<file path="src/rtl/serial_arith_pkg.sv">
// Shared state encoding for the bit-serial arithmetic units (subtractor now, adder later).
package serial_arith_pkg;

    typedef logic [1:0] state_t;

    localparam state_t ST_IDLE = 2'd0;
    localparam state_t ST_RUN  = 2'd1;
    localparam state_t ST_DONE = 2'd2;

endpackage

</file>
<file path="src/rtl/full_subtractor.sv">
// Single-bit full subtractor: d = a - b - bin, with borrow-out.
// Purely combinational; zero latency, no handshake.
module full_subtractor (
    input  logic a,
    input  logic b,
    input  logic bin,
    output logic diff,
    output logic bout
);

    assign diff = a ^ b ^ bin;
    assign bout = (~a & b) | (~(a ^ b) & bin);

endmodule

</file>
<file path="src/rtl/serial_subtractor.sv">
// Bit-serial WIDTH-bit subtractor (a - b - bin), LSB first, one full-subtractor cell.
// Latency WIDTH+1 edges from accepted start to done; start is ignored while busy.
module serial_subtractor
    import serial_arith_pkg::*;
#(
    parameter int WIDTH = 8
) (
    input  logic             clk,
    input  logic             rst,
    input  logic             start,
    input  logic [WIDTH-1:0] a,
    input  logic [WIDTH-1:0] b,
    input  logic             bin,
    output logic             busy,
    output logic             done,
    output logic [WIDTH-1:0] diff,
    output logic             bout
);

    localparam int CNT_W = $clog2(WIDTH);

    state_t             state_q, state_d;
    logic [WIDTH-1:0]   a_q, b_q, work_q, diff_q;
    logic               br_q, bout_q;
    logic [CNT_W-1:0]   cnt_q;
    logic               fs_diff, fs_bout;
    logic               accept, last_bit;

    full_subtractor u_fs (
        .a    (a_q[0]),
        .b    (b_q[0]),
        .bin  (br_q),
        .diff (fs_diff),
        .bout (fs_bout)
    );

    assign accept   = start && (state_q == ST_IDLE || state_q == ST_DONE);
    assign last_bit = (cnt_q == CNT_W'(WIDTH - 1));

    always_ff @(posedge clk or posedge rst) begin
        if (rst) state_q <= ST_IDLE;
        else     state_q <= state_d;
    end

    always_comb begin
        state_d = state_q;
        case (state_q)
            ST_IDLE: if (accept) state_d = ST_RUN;
            ST_RUN:  if (last_bit) state_d = ST_DONE;
            ST_DONE: state_d = accept ? ST_RUN : ST_IDLE;
            default: state_d = ST_IDLE;
        endcase
    end

    always_comb begin
        busy = (state_q == ST_RUN);
        done = (state_q == ST_DONE);
    end

    // Result registers only load on the final bit, so diff/bout hold across a following RUN.
    always_ff @(posedge clk or posedge rst) begin
        if (rst) begin
            a_q    <= '0;
            b_q    <= '0;
            work_q <= '0;
            br_q   <= 1'b0;
            cnt_q  <= '0;
            diff_q <= '0;
            bout_q <= 1'b0;
        end else if (accept) begin
            a_q   <= a;
            b_q   <= b;
            br_q  <= bin;
            cnt_q <= '0;
        end else if (state_q == ST_RUN) begin
            a_q    <= a_q >> 1;
            b_q    <= b_q >> 1;
            br_q   <= fs_bout;
            work_q <= {fs_diff, work_q[WIDTH-1:1]};
            cnt_q  <= cnt_q + CNT_W'(1);
            if (last_bit) begin
                diff_q <= {fs_diff, work_q[WIDTH-1:1]};
                bout_q <= fs_bout;
            end
        end
    end

    assign diff = diff_q;
    assign bout = bout_q;

endmodule

</file>
<file path="config.mk">
export PLATFORM = sky130hd
export DESIGN_NAME = serial_subtractor
export DESIGN_NICKNAME = d
export VERILOG_FILES = /design/src/rtl/serial_arith_pkg.sv /design/src/rtl/full_subtractor.sv /design/src/rtl/serial_subtractor.sv
export SDC_FILE = /design/constraint.sdc
export NUM_CORES = 1
export LEC_CHECK = 0
export ABC_CLOCK_PERIOD_IN_PS = 1900
export CORE_MARGIN = 2
export CORE_UTILIZATION = 50
export CTS_BUF_LIST = sky130_fd_sc_hd__clkbuf_8
export DETAILED_ROUTE_END_ITERATION = 12
export GPL_ROUTABILITY_DRIVEN = 0
export PLACE_DENSITY = 0.81
export SETUP_SLACK_MARGIN = 0.3
export SLEW_MARGIN = 10
export SYNTH_ARGS = -nofsm -noshare
export SYNTH_HDL_FRONTEND = slang
export SYNTH_SLANG_ARGS = --single-unit
export TNS_END_PERCENT = 10
</file>
<file path="constraint.sdc">
create_clock -name clk -period 1.9 [get_ports clk]
set_input_delay 0.475 -clock clk [delete_from_list [all_inputs] [get_ports clk]]
set_output_delay 0.475 -clock clk [all_outputs]
set_load 0.01 [all_outputs]
</file>
==> metrics.md <==
| Metric | Value |
|---|---|
| Outcome | completed |
| Count of pins over their slew limit | 0 |
| Switching power | 1190 µW |
| Clk_skew | between 1.5 and 2 ps |
| Leakage | 0.00100 µW |
| I/O Pins | 31 |
| Mux cell area share after synthesis | 6.04% |
| Final Setup Violations | 0 |
| Vias | 1,148 |
| Post-route cell area | 2100 µm² |
| Yosys reg bits | 38 |
| CTS tree | yes |
| Post-Synth XOR/XNOR Area | 0.522% |
| CTS Hold Buffers Added | 0 |
| RSZ-0062 raised after global routing | yes |
| Synth Area in Adders | 2.69% |
| Clk pwr share | 14.5% |
| Total placed cells including tap cells | ~220 |
| Synth Flop Type | dfrtp_1 |
| CP Data Arrival Time | 1180 ps |
| Syn_nets | 166 |
| Global-route wire length before repair | between 5000 and 6000 µm |
| Vias in the first global route | 1,157 |
| Switching Fraction | a little over a third |
| Worst Tran Pin Value | 456 ps |
| Largest family of logic cells by synthesized area | compound AO/OA/AOI/OAI gates |
| DRT iter0 DRCs | 63 |
| Critical Path, Cell by Cell | clkdlybuf4s50_1 |
| Slowest-stage cell, CP | clkdlybuf4s50_1 |
| H-tree depth | 2 |
| Comb pwr share | between 40% and 50% |
| Drt wl/cell | roughly 13 µm |
| Commonest non-fill, non-tap cell in the layout | dfrtp_1 |
| Asr flop ratio synth | 100% |
| CP delay by family, top | buffers and inverters |
| Tot GR Track Use | 19.0% |
| Max Cap Viol | 0 |
| EDFF count, synth | 0 |
| Commonest non-fill, non-tap cells in the layout | dfrtp_1 (38), clkdlybuf4s50_1 (27), nand2_1 (22), inv_1 (19), o22ai_1 (11) |
| Largest cells by area after synthesis | dfrtp_1 (57%), mux2_2 (6.0%), a21oi_2 (5.2%) |
| Yosys warnings | 0 |
| Slew margin rel. | a little over two thirds |
| Mapped Cells | 143 |
| Final net count | 203 |
| Num Clock Sinks | 38 |
| DP Area | 2010 µm² |
| Avg Inst Size Synth | 11.7 µm² |
| Power Total | approximately 3400 µW |
| Post-Syn Area | 1680 µm² |
| Share of cells above drive strength 1 | 21.7% |
| Final setup TNS | 0 ps |
| DR vias/cell | 5.08 |
| Final wirelength | 3010 µm |
| Antenna Nets Post-Route | 0 |
| Fin. Hold Viols | 0 |
| Crit Path Max Fanout | 2 |
| Congestion Overflow GR | 0 |
| Clk Tree Root Cell | clkbuf_8 |
| Fillers | 290 |
| Synth unique cells | 26 |
| Post-route insts no fill | 226 |
| Register area share after synthesis | 56.7% |
| Clock transition at path regs | 70 ps |
| Seq pwr share | 41.8% |
| Critical Path Max Stage Delay | about 540 ps |
| Clock Latency Late Sink | around 280 ps |
| PortBufs | 30 |
| Initial Utilization | 51.0% |
| WS Path Type | flop to primary output |
| Die area | 3830 µm² |
| P per Cell Area | 1620 nW/µm² |
| Residual DRC | 0 |
| Int Power | 2200 µW |
| Maximum root-to-sink buffer count | 2 |
| ANT cells | 0 |
| WP buf/inv | 1 |
| Compound-Gate Fraction of Synth Area | 17.3% |
| Synthesis-to-finish area growth | 25.2% |
| Drt pass-1 iters | 4 |
| Initial antenna violation count | 0 |
| Die Ht | about 62 µm |
| R2R Setup Slk | 360 ps |
| Synth Area in Simple Gates | 7.61% |
| Max Fclk | 604 MHz |
| Clock buffer count from CTS | 5 |
| Top-area cell type share of the netlist area | 56.7% |
| Final Util | 63.9% |
| Placed wire-length estimate | 2080 µm |
| Worst setup EP type | primary output |
| Largest net degree at the start of global routing | 39 |
| Worst Hold Class | flop to flop |
| Critical Path RT | 1420 ps |
| Final Critical Period | approximately 1700 ps |
| Peak supply drop | ~0.67 mV |
| Period utilisation layout | 87.1% |
| Row count | 21 |
| Synth area leader | dfrtp_1 |
| Core Footprint | approximately 3300 µm² |
| Die width | 61.9 µm |
| Worst setup SP type | flop |
-- worst paths after layout --
path / from / endpoint / depth (start not counted)
worst max-delay path: diff[6] / diff[6] / 1
worst min-delay path: work_q[1] / work_q[1] / 2
worst max register to register: cnt_q[0] / diff[6] / 5
worst min register to register: work_q[1] / work_q[1] / 2
max in group asynchronous: rst / diff[5] / 3
min in group asynchronous: rst / work_q[2] / 3
-- Yosys cell counts, types with 2 or more instances --
cell	count
a21oi_2	10
nand2_1	22
o21ai_0	2
dfrtp_1	38
a22o_1	5
a21oi_1	4
o22ai_2	3
buf_4	2
o22ai_1	11
mux2_2	9
nor2b_1	2
ha_1	2
inv_1	17
buf_6	4
-- power groups by stage --
stage / Clock (µW) / Sequential [µW] / Combinational, µW
2_1_floorplan: 0 / 1420 / 1040
3_3_place_gp: 0 / 1410 / 1430
3_5_place_dp: 0 / 1440 / 1490
4_1_cts: 513 / 1420 / 1510
5_1_grt: 552 / 1470 / 1670
6_report: 493 / 1420 / 1480
-- cell type report --
class	instances	area (µm²)	area share, %
flip-flops and latches	38	951	45.3
clock inverters	2	7.51	0.358
multi-input cells	79	573	27.3
repair buffers	38	374	17.8
clock buffers	5	68.8	3.28
well taps	46	57.6	2.74
inverters	18	67.6	3.22
-- routing by layer --
| layer | part of all wire [%] | wire [µm] | track usage (%) |
|---|---|---|---|
| met1 | 43 | 1290 | 22.1 |
| met2 | 50 | 1510 | 32.3 |
| met3 | 4.6 | 139 | 4.35 |
| met4 | 2.5 | 76 | 10.9 |
| met5 | 0 | 0 | 0 |
-- state kept, by name (all words and copies together), names as in the netlist --
| register | cells |
|---|---|
| a_q | 8 |
| b_q | 8 |
| diff | 8 |
| work_q | 7 |
| cnt_q | 3 |
| state_q | 2 |
| bout | 1 |
| br_q | 1 |
-- cell families (layout without fill, tap and decap cells) --
| logic type | Yosys count | in the layout |
|---|---|---|
| AO/OA/AOI/OAI | 37 | 37 |
| XOR/XNOR | 1 | 1 |
| adder cells (fa/ha/maj) | 3 | 3 |
| buffers and inverters | 26 | 63 |
| flip-flops | 38 | 38 |
| multiplexers | 9 | 9 |
| AND/OR/NAND/NOR | 29 | 29 |
-- metrics by stage --
step                      setup slack [ps]  hold WS, ps
after floorplan                        442          442
after global placement                 219          458
after detailed placement               196          482
after CTS                              227          499
after global routing                   192          530
final                                  244          489
-- timing repair --
item	CTS	global route
hold endpoints to repair	0	0
setup buffers	1	0
resized for setup	2	2
endpoints found under the setup margin	11	18
Power figures use the tool's default switching activity.
